File: config.mk
export PLATFORM = sky130hd
export DESIGN_NAME = palette_pipeline_flat
export DESIGN_NICKNAME = d
export VERILOG_FILES = /design/src/rtl/palette_pipeline_if.sv /design/src/rtl/palette_pipeline.sv /design/src/flat_wrapper.sv
export SDC_FILE = /design/constraint.sdc
export NUM_CORES = 1
export LEC_CHECK = 0
export BUFFER_PORTS_ARGS = -buffer_cell sky130_fd_sc_hd__buf_2
export CORE_UTILIZATION = 57
export DETAILED_ROUTE_END_ITERATION = 7
export HOLD_SLACK_MARGIN = 0.08
export PLACE_DENSITY_LB_ADDON = 0.08
export SETUP_SLACK_MARGIN = 0.02
export SLEW_MARGIN = 20
export SYNTH_ARGS = -nofsm -noshare
export SYNTH_HDL_FRONTEND = slang
export SYNTH_SLANG_ARGS = --single-unit
export TNS_END_PERCENT = 10
File: constraint.sdc
create_clock -name Clk -period 3.67 [get_ports Clk]
set_input_delay 0.1835 -clock Clk [delete_from_list [all_inputs] [get_ports Clk]]
set_output_delay 0.1835 -clock Clk [all_outputs]
set_load 0.01 [all_outputs]
File: src/rtl/palette_pipeline_if.sv
// Pixel, palette-write and fade bundle between the sprite/game logic
// and the palette pipeline that drives the VGA DAC.
interface palette_pipeline_if #(
  parameter int IDX_W   = 5,
  parameter int COLOR_W = 8
) ();
  logic                   frame_start;
  logic                   pix_valid;
  logic                   is_chooser;
  logic                   is_text;
  logic                   text_bit;
  logic                   is_background;
  logic [IDX_W-1:0]       palette_idx;
  logic                   wr_en;
  logic [IDX_W-1:0]       wr_idx;
  logic [3*COLOR_W-1:0]   wr_rgb;
  logic                   fade_req;
  logic                   fade_dir;
  logic                   fade_busy;
  logic                   out_valid;
  logic [COLOR_W-1:0]     VGA_R;
  logic [COLOR_W-1:0]     VGA_G;
  logic [COLOR_W-1:0]     VGA_B;

  modport master (
    output frame_start, pix_valid, is_chooser, is_text,
    output text_bit, is_background, palette_idx,
    output wr_en, wr_idx, wr_rgb, fade_req, fade_dir,
    input  fade_busy, out_valid, VGA_R, VGA_G, VGA_B
  );

  modport slave (
    input  frame_start, pix_valid, is_chooser, is_text,
    input  text_bit, is_background, palette_idx,
    input  wr_en, wr_idx, wr_rgb, fade_req, fade_dir,
    output fade_busy, out_valid, VGA_R, VGA_G, VGA_B
  );
endinterface

File: src/rtl/palette_pipeline.sv
// Two-stage palette lookup with writable palette, chooser blink
// and frame-synchronous fade-to/from-black.
module palette_pipeline #(
  parameter int IDX_W        = 5,
  parameter int COLOR_W      = 8,
  parameter int FADE_SHIFT   = 4,
  parameter int BLINK_FRAMES = 30,
  parameter int CHOOSER_IDX  = 2
) (
  input logic             Clk,
  input logic             Reset_n,
  palette_pipeline_if.slave bus
);

  localparam int N      = 2**IDX_W;
  localparam int RGB_W  = 3*COLOR_W;
  localparam int LVL_W  = FADE_SHIFT+1;
  localparam int PROD_W = COLOR_W+FADE_SHIFT+1;
  localparam int CNT_W  = $clog2(BLINK_FRAMES+1);

  localparam logic [LVL_W-1:0] LVL_FULL = LVL_W'(2**FADE_SHIFT);
  localparam logic [CNT_W-1:0] CNT_LAST = CNT_W'(BLINK_FRAMES-1);
  localparam logic [IDX_W-1:0] IDX_CH   = IDX_W'(CHOOSER_IDX);
  localparam logic [IDX_W-1:0] IDX_ONE  = IDX_W'(1);
  localparam logic [IDX_W-1:0] IDX_ZERO = '0;

  typedef logic [RGB_W-1:0] rgb_t;
  typedef enum logic {S_IDLE, S_FADING} fade_state_e;

  rgb_t             pal_q [N];
  rgb_t             pal_d [N];
  rgb_t             c1_q, c1_d;
  logic             v1_q, v1_d;
  rgb_t             rgb2_q, rgb2_d;
  logic             v2_q, v2_d;
  fade_state_e      state_q, state_d;
  logic [LVL_W-1:0] level_q, level_d;
  logic [LVL_W-1:0] target_q, target_d;
  logic             busy_q, busy_d;
  logic [CNT_W-1:0] cnt_q, cnt_d;
  logic             phase_q, phase_d;

  function automatic logic [COLOR_W-1:0] scale(
    input logic [COLOR_W-1:0] c,
    input logic [LVL_W-1:0]   l
  );
    logic [PROD_W-1:0] p;
    p = PROD_W'(c) * PROD_W'(l);
    return COLOR_W'(p >> FADE_SHIFT);
  endfunction

  // Stage-1 reads see the pre-write palette in a write cycle.
  always_comb begin
    pal_d = pal_q;
    if (bus.wr_en) pal_d[bus.wr_idx] = bus.wr_rgb;
  end

  always_comb begin
    c1_d = pal_q[bus.palette_idx];
    if (bus.is_chooser)
      c1_d = phase_q ? pal_q[IDX_CH] : '0;
    else if (bus.is_text)
      c1_d = bus.text_bit ? pal_q[IDX_ONE]
                          : pal_q[IDX_ZERO];
    else if (bus.is_background)
      c1_d = pal_q[IDX_ZERO];
    v1_d = bus.pix_valid;
  end

  always_comb begin
    rgb2_d = {
      scale(c1_q[2*COLOR_W +: COLOR_W], level_q),
      scale(c1_q[COLOR_W   +: COLOR_W], level_q),
      scale(c1_q[0         +: COLOR_W], level_q)
    };
    v2_d = v1_q;
  end

  always_comb begin
    state_d  = state_q;
    level_d  = level_q;
    target_d = target_q;
    unique case (state_q)
      S_IDLE: begin
        if (bus.fade_req) begin
          state_d  = S_FADING;
          target_d = bus.fade_dir ? LVL_FULL : '0;
        end
      end
      S_FADING: begin
        if (bus.frame_start) begin
          if (level_q == target_q) begin
            state_d = S_IDLE;
          end else begin
            level_d = (level_q < target_q)
                    ? level_q + LVL_W'(1)
                    : level_q - LVL_W'(1);
            if (level_d == target_q) state_d = S_IDLE;
          end
        end
      end
      default: state_d = S_IDLE;
    endcase
    busy_d = (state_d == S_FADING);
  end

  always_comb begin
    cnt_d   = cnt_q;
    phase_d = phase_q;
    if (bus.frame_start) begin
      if (cnt_q == CNT_LAST) begin
        cnt_d   = '0;
        phase_d = ~phase_q;
      end else begin
        cnt_d = cnt_q + CNT_W'(1);
      end
    end
  end

  always_ff @(posedge Clk or negedge Reset_n) begin
    if (!Reset_n) begin
      for (int i = 0; i < N; i++)
        pal_q[i] <= (i == 1) ? {RGB_W{1'b0}}
                             : {RGB_W{1'b1}};
      c1_q     <= '0;
      v1_q     <= 1'b0;
      rgb2_q   <= '0;
      v2_q     <= 1'b0;
      state_q  <= S_IDLE;
      level_q  <= LVL_FULL;
      target_q <= LVL_FULL;
      busy_q   <= 1'b0;
      cnt_q    <= '0;
      phase_q  <= 1'b0;
    end else begin
      pal_q    <= pal_d;
      c1_q     <= c1_d;
      v1_q     <= v1_d;
      rgb2_q   <= rgb2_d;
      v2_q     <= v2_d;
      state_q  <= state_d;
      level_q  <= level_d;
      target_q <= target_d;
      busy_q   <= busy_d;
      cnt_q    <= cnt_d;
      phase_q  <= phase_d;
    end
  end

  assign bus.VGA_R     = rgb2_q[2*COLOR_W +: COLOR_W];
  assign bus.VGA_G     = rgb2_q[COLOR_W   +: COLOR_W];
  assign bus.VGA_B     = rgb2_q[0         +: COLOR_W];
  assign bus.out_valid = v2_q;
  assign bus.fade_busy = busy_q;

endmodule

File: src/flat_wrapper.sv
// flat-port wrapper written by rule: the top's interface ports become plain ports
module palette_pipeline_flat 
#(
  parameter int IDX_W        = 5,
  parameter int COLOR_W      = 8,
  parameter int FADE_SHIFT   = 4,
  parameter int BLINK_FRAMES = 30,
  parameter int CHOOSER_IDX  = 2
)
  (Clk, Reset_n, bus_frame_start, bus_pix_valid, bus_is_chooser, bus_is_text, bus_text_bit, bus_is_background, bus_palette_idx, bus_wr_en, bus_wr_idx, bus_wr_rgb, bus_fade_req, bus_fade_dir, bus_fade_busy, bus_out_valid, bus_VGA_R, bus_VGA_G, bus_VGA_B);
  palette_pipeline_if #(.IDX_W(IDX_W), .COLOR_W(COLOR_W)) bus_i ();
  input logic Clk;
  input logic Reset_n;
  input wire logic [$bits(bus_i.frame_start)-1:0] bus_frame_start;
  input wire logic [$bits(bus_i.pix_valid)-1:0] bus_pix_valid;
  input wire logic [$bits(bus_i.is_chooser)-1:0] bus_is_chooser;
  input wire logic [$bits(bus_i.is_text)-1:0] bus_is_text;
  input wire logic [$bits(bus_i.text_bit)-1:0] bus_text_bit;
  input wire logic [$bits(bus_i.is_background)-1:0] bus_is_background;
  input wire logic [$bits(bus_i.palette_idx)-1:0] bus_palette_idx;
  input wire logic [$bits(bus_i.wr_en)-1:0] bus_wr_en;
  input wire logic [$bits(bus_i.wr_idx)-1:0] bus_wr_idx;
  input wire logic [$bits(bus_i.wr_rgb)-1:0] bus_wr_rgb;
  input wire logic [$bits(bus_i.fade_req)-1:0] bus_fade_req;
  input wire logic [$bits(bus_i.fade_dir)-1:0] bus_fade_dir;
  output wire logic [$bits(bus_i.fade_busy)-1:0] bus_fade_busy;
  output wire logic [$bits(bus_i.out_valid)-1:0] bus_out_valid;
  output wire logic [$bits(bus_i.VGA_R)-1:0] bus_VGA_R;
  output wire logic [$bits(bus_i.VGA_G)-1:0] bus_VGA_G;
  output wire logic [$bits(bus_i.VGA_B)-1:0] bus_VGA_B;
  assign bus_i.frame_start = bus_frame_start;
  assign bus_i.pix_valid = bus_pix_valid;
  assign bus_i.is_chooser = bus_is_chooser;
  assign bus_i.is_text = bus_is_text;
  assign bus_i.text_bit = bus_text_bit;
  assign bus_i.is_background = bus_is_background;
  assign bus_i.palette_idx = bus_palette_idx;
  assign bus_i.wr_en = bus_wr_en;
  assign bus_i.wr_idx = bus_wr_idx;
  assign bus_i.wr_rgb = bus_wr_rgb;
  assign bus_i.fade_req = bus_fade_req;
  assign bus_i.fade_dir = bus_fade_dir;
  assign bus_fade_busy = bus_i.fade_busy;
  assign bus_out_valid = bus_i.out_valid;
  assign bus_VGA_R = bus_i.VGA_R;
  assign bus_VGA_G = bus_i.VGA_G;
  assign bus_VGA_B = bus_i.VGA_B;
  palette_pipeline #(.IDX_W(IDX_W), .COLOR_W(COLOR_W), .FADE_SHIFT(FADE_SHIFT), .BLINK_FRAMES(BLINK_FRAMES), .CHOOSER_IDX(CHOOSER_IDX)) u_core (.Clk(Clk), .Reset_n(Reset_n), .bus(bus_i));
endmodule
# Yosys cells after proc, flatten, opt, wreduce, memory -nomap -nowiden
# Cells that the tools add are included.
[classes] add_sub_neg=3 n_mul=3 order_cmp=4 n_eq_ne=3 n_mux=19 n_bitwise=5 n_reduce_logical=4
[op_table] cell="bitwise mux 768 bit" count=1
[op_table] cell="two-way mux 24 bit" count=8
[op_table] cell="binary-select mux 24 bit (select 5 bit)" count=1
[op_table] cell="demux 24 bit (select 5 bit)" count=1
[op_table] cell="multiplier 8 x 5 -> 12 bit" count=3
[op_table] cell="two-way mux 5 bit" count=3
[op_table] cell=">= comparator 6 bit, second input constant" count=2
[op_table] cell="NOT 5 -> 6 bit" count=2
[op_table] cell="adder 5 x 1 -> 5 bit, second input constant" count=2
[op_table] cell="equality test 5 bit" count=2
[op_table] cell="less-than comparator 6 x 1 -> 1 bit, second input constant" count=1
[op_table] cell="equality test 5 bit, second input constant" count=1
[op_table] cell="less-than comparator 5 bit" count=1
[op_table] cell="subtractor 5 x 1 -> 5 bit, second input constant" count=1
[op_table] cell="two-way mux 1 bit" count=4
[op_table] cell="AND reduction 2 bit" count=2
[op_table] cell="NOT 1 bit" count=3
[op_table] cell="AND reduction 3 bit" count=1
[op_table] cell="case mux 1 bit (2 select lines)" count=1
[op_table] cell="logical AND 1 bit" count=1
[totals] regBits=835 input_bits=45 output_inout_bits=26 elab_cells=82

# Depth between registers and ports, before layout
# Gate-level depths: netlist of the first run.
[depth] word_depth=7 ltp_mapped=15 depth_no_buf=13

# Worst setup path after synthesis of the first run
# No wires, ideal clock.
[synth_path] path_type="register to register" from="register u_core.level_q[4]" to="register u_core.rgb2_q[15]" setup_ns=0.149 arrival_time_ns=3.829 required_time_ns=3.521 slack_ns=-0.307 stages_incl_launch_ff=14 path_buffers=2 period_less_slack_ns=3.977 path_cell_list="dfstp_2 clkbuf_1 clkbuf_1 nand2_1 fa_1 fa_1 fa_1 inv_1 ha_1 a2111o_1 a31oi_1 o31ai_1 nor4_1 a311oi_1"
[synth_via] elab_chain_len=1
[synth_lines] element="start: declaration" line_no="palette_pipeline.sv:37" rtl="logic [LVL_W-1:0] level_q, level_d;"
[synth_lines] element="start signal: assignment" line_no="palette_pipeline.sv:142" rtl="level_q <= level_d;"
[synth_lines] element="multiplier 8 x 5 -> 12 bit" line_no="palette_pipeline.sv:48" rtl="p = PROD_W'(c) * PROD_W'(l);"
[synth_lines] element="net u_core.rgb2_d[15]" line_no="palette_pipeline.sv:34" rtl="rgb_t rgb2_q, rgb2_d;"
[synth_lines] element="end signal: assignment" line_no="palette_pipeline.sv:139" rtl="rgb2_q <= rgb2_d;"
[synth_lines] element="end: declaration" line_no="palette_pipeline.sv:34"
# The timed path passes the listed nets, and every way through them passes these cells.
# A chain may end at the register's enable or synchronous reset.

# Worst setup path after layout of the first run
# Ends and elaborated chain as after synthesis.

==> run summary, run 1 <==
Outcome -> finished, violations left
Failing checks -> setup timing
Worst EP arrival -> 4190 ps
Synth Flop Type -> dfstp_2
First-pass DRT Iterations -> 5
Critical Setup Path Class -> register to register
Horiz. Die Dim -> 272 µm
Clk sinks -> 831
Residual DRC -> 0
Crit path to -> u_core.rgb2_q[15]$_DFF_PN0_
Syn_area_per_cell -> 15.0 µm²
Crit path largest cell delay -> 580 ps
CTS tree -> yes
Pin count of the biggest net entering global routing -> 131
Clock buffer depth -> 3
Area leader, netlist -> dfstp_2
Die ar. -> 74000 µm²
Worst-path cell chain -> buf_12 > and2_1 > fa_1 > fa_1 > inv_1 > fa_1 > inv_1 > ha_1 > a2111o_1 > a31oi_4 > o31ai_2 > nor4_1 > a311oi_1
Clock Skew -> 17.8 ps
Antenna violations before repair -> 6
Relative slew slack -> 26.1%
Final setup viols -> 4
Unrepaired setup endpoints after global routing -> true
First-pass GRT wire length -> 161000 µm
Detailed Place HPWL -> 65000 µm
Most common cell on crit path -> fa_1
WL per Instance -> 27.0 µm
Post-Route WL -> 104000 µm
Worst-Margin Slew -> 1110 ps
Total grt overflow -> 0
Core region area -> 71900 µm²
GPL Wtd Cong -> 0.813
Req. time, crit path -> 4140 ps
# Max-Cap Violations -> 0
Maximum clock rate -> 269 MHz
Total of fill cells in the finished design -> 5193
Pwr/cell area -> 620 nW/µm²
R2R Setup Slk -> -40 ps
Worst Setup SP -> u_core.level_q[4]$_DFFE_PN1P_
Vias/cell -> 6.27
Syn nets -> 2933
Flops & latches, synth -> 831
Cell area after synthesis -> 41600 µm²
Root buf cell -> clkbuf_16
Fin crit period -> 3710 ps
Vias in the first global route -> 26400
Cell depth of the worst flop-to-flop path -> 13
GRT Overall Usage -> 29.0%
Post-route setup slack -> -41.2 ps
Post-synth top cells -> mux2_2 (772), dfstp_2 (746), mux4_2 (192), clkbuf_1 (126), dfrtp_1 (85)
Tot Pwr -> 28.8 mW
Crit share post-route -> 101%
Clock Latency Late Sink -> 640 ps
Worst setup SP type -> register
DR iter-0 viols -> 1588
Yosys top cell area share -> 47.1%
Async SR Flop Fraction -> 100%
Htree depth -> 3
Final setup TNS -> -113 ps
CP Capture Type -> register
Area Overhead vs Synth -> 11.7%
Routed vias -> 24200
Clock-pin slew of the registers on the worst-case setup and hold paths -> 60 ps
Initial Util -> 57.9%
Synth warn -> 0
HP Class -> primary input to register
CP Max Fanout -> 5
TritonCTS Buffers -> 89
Boundary Pins -> 71
Row Count -> 98
Proportion of layout cells with a drive suffix above 1 -> 71.6%
Count of different cell masters after synthesis -> 56
Largest cells by area after synthesis -> dfstp_2 (47%), mux2_2 (21%), mux4_2 (10%)
Slew Viols, Final -> 0
Worst vdd ir -> 0.451 mV
Fin Hold WS -> 121 ps
Worst path slowest cell -> dfstp_2
EDFF count, synth -> 0
Non-Filler Instances -> 3860
Final hold vios -> 0
Leakage -> 19.1 nW
R2r startpoint -> u_core.level_q[4]$_DFFE_PN1P_
Detail Route Antenna Nets -> 0
Die Y -> 272 µm
Mapped Cells -> 2777
Post-synthesis sequential area ratio -> 52.2%
Most numerous cell in the Yosys netlist -> mux2_2
I/O Buffers -> 70
R2r endpoint -> u_core.rgb2_q[15]$_DFF_PN0_
Layout net count -> 2993
Pre-CTS setup slack -> -201 ps
DP Cell Count -> 3685
==> critical path: cells and delay by family, from the launching register on <==
kind	cells	cell delay (ps)
fa+ha+maj	4	1580
compound gates	4	870
flops	1	580
simple gates	2	330
buf+inv	3	210
==> registers in the layout, summed over array words and instances (netlist names) <==
signal	cells
u_core.pal_q	768
u_core.c1_q	24
u_core.rgb2_q	24
u_core.cnt_q	5
u_core.level_q	5
u_core.bus.out_valid	1
u_core.phase_q	1
u_core.state_q	1
u_core.target_q	1
u_core.v1_q	1
==> where the power goes <==
part	switching, mW	internal (mW)	total, mW
Sequential	1.09	12.2	13.3
Clock	3.64	5.38	9.02
Combinational	2.91	3.57	6.48
Total	7.64	21.2	28.8
==> metal layers <==
layer | wire length [µm] | vias up | global-route usage, % | share of wire [%]
met3 | 5170 | 199 | 4.75 | 5.0
met1 | 45100 | 13100 | 40.0 | 43
met2 | 50400 | 597 | 47.3 | 48
met5 | 25 | - | 0 | 0.024
met4 | 3410 | 4 | 9.73 | 3.3
li1 | - | 10300 | - | -
==> per-stage QoR <==
step | util, % | area (µm²)
after floorplan | - | 41600
after global placement | 60.3 | 43300
after detailed placement | 60.3 | 43300
after CTS | 64.5 | 46300
after global routing | 64.6 | 46500
final | 64.7 | 46500
==> how the worst min path moves through the flow <==
stage,from,end,slack (ps),depth (start not counted)
3_5_place_dp,Reset_n,u_core.cnt_q[2]$_DFFE_PN0P_,260,1
6_report,bus_fade_req,u_core.state_q$_DFF_PN0_,120,4
2_1_floorplan,Reset_n,u_core.bus.out_valid$_DFF_PN0_,-110,0
4_1_cts,bus_fade_req,u_core.state_q$_DFF_PN0_,90,4
3_3_place_gp,Reset_n,u_core.cnt_q[2]$_DFFE_PN0P_,250,1
5_1_grt,bus_fade_req,u_core.state_q$_DFF_PN0_,150,4
==> final cells by class <==
cell class	instances	area, µm²	share of cell area (%)
antenna	5	12.5	0.0269
clock buffer	140	2690	5.80
clock inverter	19	249	0.536
inverter	79	297	0.638
multi-input combinational	1639	18700	40.2
sequential	831	21700	46.8
tap	950	1190	2.56
timing repair buffer	197	1590	3.42
==> cells by family after synthesis <==
kind of cell,synth area share (%)
DFF,52.2
adders and majority gates,4.22
xor gates and xnor gates,0.740
buffers and inverters,3.29
AOI/OAI and AO/OA,3.01
muxes,33.1
and+or+nand+nor,3.42
==> cell usage in the layout (no fill, tap or decap), types with 16 or more instances in the layout <==
master     count
a211oi_1      16
a21oi_1       30
a221o_1       24
and2_1        72
buf_12        18
buf_2         66
buf_4        100
clkbuf_1      28
clkbuf_16     93
clkbuf_8      19
dfrtp_1       84
dfstp_2      746
fa_1          49
ha_1          58
inv_1         78
mux2_2       772
mux2i_1       73
mux4_2       192
nand2_1       71
nor2_1        39
nor2_4        16
nor3_1        24
o21ai_0       24
o22ai_1       40
xnor2_1       19
==> what timing repair did <==
action	in CTS	in global routing
gates resized for setup	8	15
pin swaps	0	14
hold buffers	6	0
setup buffers	1	4
hold endpoints to repair	89	0
setup endpoints to repair	10	13
No activity file was read; power rests on OpenSTA's default activity.
==> run 2, diff against run 1 <==
--- a/config.mk
+++ b/config.mk
@@ -6,6 +6,7 @@
 export NUM_CORES = 1
 export LEC_CHECK = 0
 export BUFFER_PORTS_ARGS = -buffer_cell sky130_fd_sc_hd__buf_2
+export CORE_MARGIN = 3
 export CORE_UTILIZATION = 57
 export DETAILED_ROUTE_END_ITERATION = 7
 export HOLD_SLACK_MARGIN = 0.08
==> run summary, run 2 (synthesis results as in run 1) <==
Outcome -> completed
Antenna violations before repair -> 8 (+2)
DP Cell Count -> 3690 (+0.14%)
Delay-heaviest family, CP -> adder cells
Worst path slowest cell -> dfstp_2
Worst-Margin Slew -> 1000 ps (-104 ps)
CTS tree -> yes
Most flop-heavy register -> u_core.pal_q
Leakage -> 19.2 nW (+0.44%)
Min-delay src -> bus_wr_rgb[6]
Clock buffer depth -> 3 (unchanged)
Commonest non-fill, non-tap cells in the layout -> mux2_2 (772), dfstp_2 (746), mux4_2 (192)
Htree depth -> 3 (unchanged)
Relative slew slack -> 33.2% (+7.1 points)
First-pass DRT Iterations -> 6 (+1)
Slew Viols, Final -> 0 (unchanged)
Worst vdd ir -> 0.571 mV (+27%)
Total grt overflow -> 0 (unchanged)
Maximum clock rate -> 273 MHz (+1.4%)
Vias in the first global route -> 26300 (-0.49%)
Worst-path cell chain -> buf_4 > and2_4 > fa_1 > fa_1 > inv_1 > fa_1 > inv_1 > ha_1 > or4_1 > a21o_1 > a31oi_2 > o21bai_1 > xor2_1
Logic pwr share -> 22.2% (-0.3 points)
GPL Wtd Cong -> 0.816 (+0.39%)
Initial Util -> 57.9% (unchanged)
CP Capture Type -> register
Req. time, crit path -> 4180 ps (+40 ps)
Unrepaired setup endpoints after global routing -> true
# Max-Cap Violations -> 0 (unchanged)
DR iter-0 viols -> 1729 (+8.9%)
TritonCTS Buffers -> 91 (+2.2%)
Area Overhead vs Synth -> 12.0%
Final hold vios -> 0 (unchanged)
Crit path largest cell delay -> 530 ps (-50 ps)
WP buf/inv -> 3 (unchanged)
Die ar. -> 76200 µm² (+3.0%)
Worst Setup SP -> u_core.level_q[4]$_DFFE_PN1P_
Fin crit period -> 3660 ps (-51.6 ps)
Non-Filler Instances -> 3867 (+0.18%)
Clock-pin slew of the registers on the worst-case setup and hold paths -> 60 ps (about the same)
Final setup TNS -> 0 ps (+113 ps)
Clk pwr share -> 31.8% (+0.5 points)
Crit share post-route -> 99.7% (-1.4 points)
Pin count of the biggest net entering global routing -> 106 (-19%)
Clock Skew -> 24.0 ps (+6.16 ps)
Vias/cell -> 6.30 (+0.45%)
Clock Latency Late Sink -> 650 ps (about the same)
Worst EP arrival -> 4170 ps (-20 ps)
First-pass GRT wire length -> 161000 µm (about the same)
Sw Share -> 26.7% (+0.12 points)
Final Util -> 64.8% (+0.16 points)
Boundary Pins -> 71 (unchanged)
Top Registers -> u_core.pal_q x768, u_core.c1_q x24, u_core.rgb2_q x24
Pwr/cell area -> 621 nW/µm² (+0.19%)
Most common cell on crit path -> fa_1
GRT Overall Usage -> 27.7% (-1.3 points)
Row Count -> 98 (unchanged)
Residual DRC -> 0 (unchanged)
Detailed Place HPWL -> 64800 µm (-0.27%)
Max reg flops -> 768 (unchanged)
Root buf cell -> clkbuf_16
Horiz. Die Dim -> 276 µm (+1.5%)
Commonest non-fill, non-tap cell in the layout -> mux2_2
Proportion of layout cells with a drive suffix above 1 -> 71.7% (+0.18 points)
Die Y -> 276 µm (+1.5%)
WL per Instance -> 27.2 µm (+1.1%)
CP Max Fanout -> 3 (-2)
Final setup viols -> 0 (-4)
Detail Route Antenna Nets -> 0 (unchanged)
Total of fill cells in the finished design -> 5209 (+0.31%)
R2r startpoint -> u_core.level_q[4]$_DFFE_PN1P_
Core region area -> 71900 µm² (unchanged)
Sw power -> 7.71 mW (+0.89%)
Post-Route WL -> 105000 µm (+1.2%)
Clk sinks -> 831 (unchanged)
Critical Setup Path Class -> register to register
Fin Hold WS -> 149 ps (+27.3 ps)
Worst setup SP type -> register
Routed vias -> 24400 (+0.64%)
P_int -> 21.2 mW (+0.27%)
Layout net count -> 2999 (+0.20%)
HP Class -> primary input to register
Reg power frac -> 46.0% (-0.2 points)
I/O Buffers -> 70 (unchanged)
## run 2: changes by cell type in the layout (fill, tap and decap cells not counted), moves of 2 or more
cell       delta
clkbuf_16     +3
buf_4         +3
ha_2          -2
clkinv_2      +6
inv_6         +2
clkbuf_1      -6
buf_12        +2
nand2_2       +3
nand2_1       -3
ha_1          +2
## run 2: final timing paths
kind / slack [ps] / endpoint / cells after the start
min reg2reg: 350 / u_core.bus.out_valid$_DFF_PN0_ / 0
max reg2reg: 10 / u_core.rgb2_q[21]$_DFF_PN0_ / 13
min in group asynchronous: 170 / u_core.cnt_q[4]$_DFFE_PN0P_ / 2
max: 10 / u_core.rgb2_q[21]$_DFF_PN0_ / 13
min: 150 / u_core.pal_q[510]$_DFFE_PN1P_ / 2
max in group asynchronous: 2430 / u_core.pal_q[69]$_DFFE_PN1P_ / 3
## run 2: what timing repair did
item                                   4_1_cts  5_1_grt
pin swaps                                    3        5
hold buffers                                 6        0
endpoints found under the hold margin       79        0
resized for setup                            4       10
setup buffers                                4        0
setup endpoints to repair                   10       14
## run 2: layout make-up
class | instances | area, µm² | area share (%)
Timing Repair Buffer | 201 | 1640 | 3.52
Inverter | 79 | 297 | 0.637
Clock inverter | 25 | 262 | 0.562
Clock buffer | 138 | 2760 | 5.93
Multi-Input combinational cell | 1639 | 18700 | 40.1
Antenna cell | 4 | 10.0 | 0.0215
Sequential cell | 831 | 21700 | 46.7
Tap cell | 950 | 1190 | 2.55
## run 2: layer usage
metal	up-vias	track usage [%]	wire (µm)
li1	10300	-	-
met1	13200	37.8	45300
met2	657	45.9	51400
met3	175	5.18	5800
met4	2	7.58	2860
met5	-	0	13
## run 2: through the flow
step,power (mW),cell area (µm²),setup slack [ps]
global route,30.4,46600,-161
detailed placement,19.7,43400,-91.7
CTS,29.1,46500,-9.68
floorplan,17.7,41600,-28.4
global placement,19.3,43400,-33.7
finish,28.9,46600,10.4
## run 2: power by group through the flow
stage | combinational [mW] | sequential (mW) | clock (mW)
2_1_floorplan | 4.71 | 13.0 | 0
3_3_place_gp | 6.07 | 13.3 | 0
3_5_place_dp | 6.33 | 13.4 | 0
4_1_cts | 6.45 | 13.3 | 9.39
5_1_grt | 7.09 | 13.5 | 9.78
6_report | 6.43 | 13.3 | 9.20
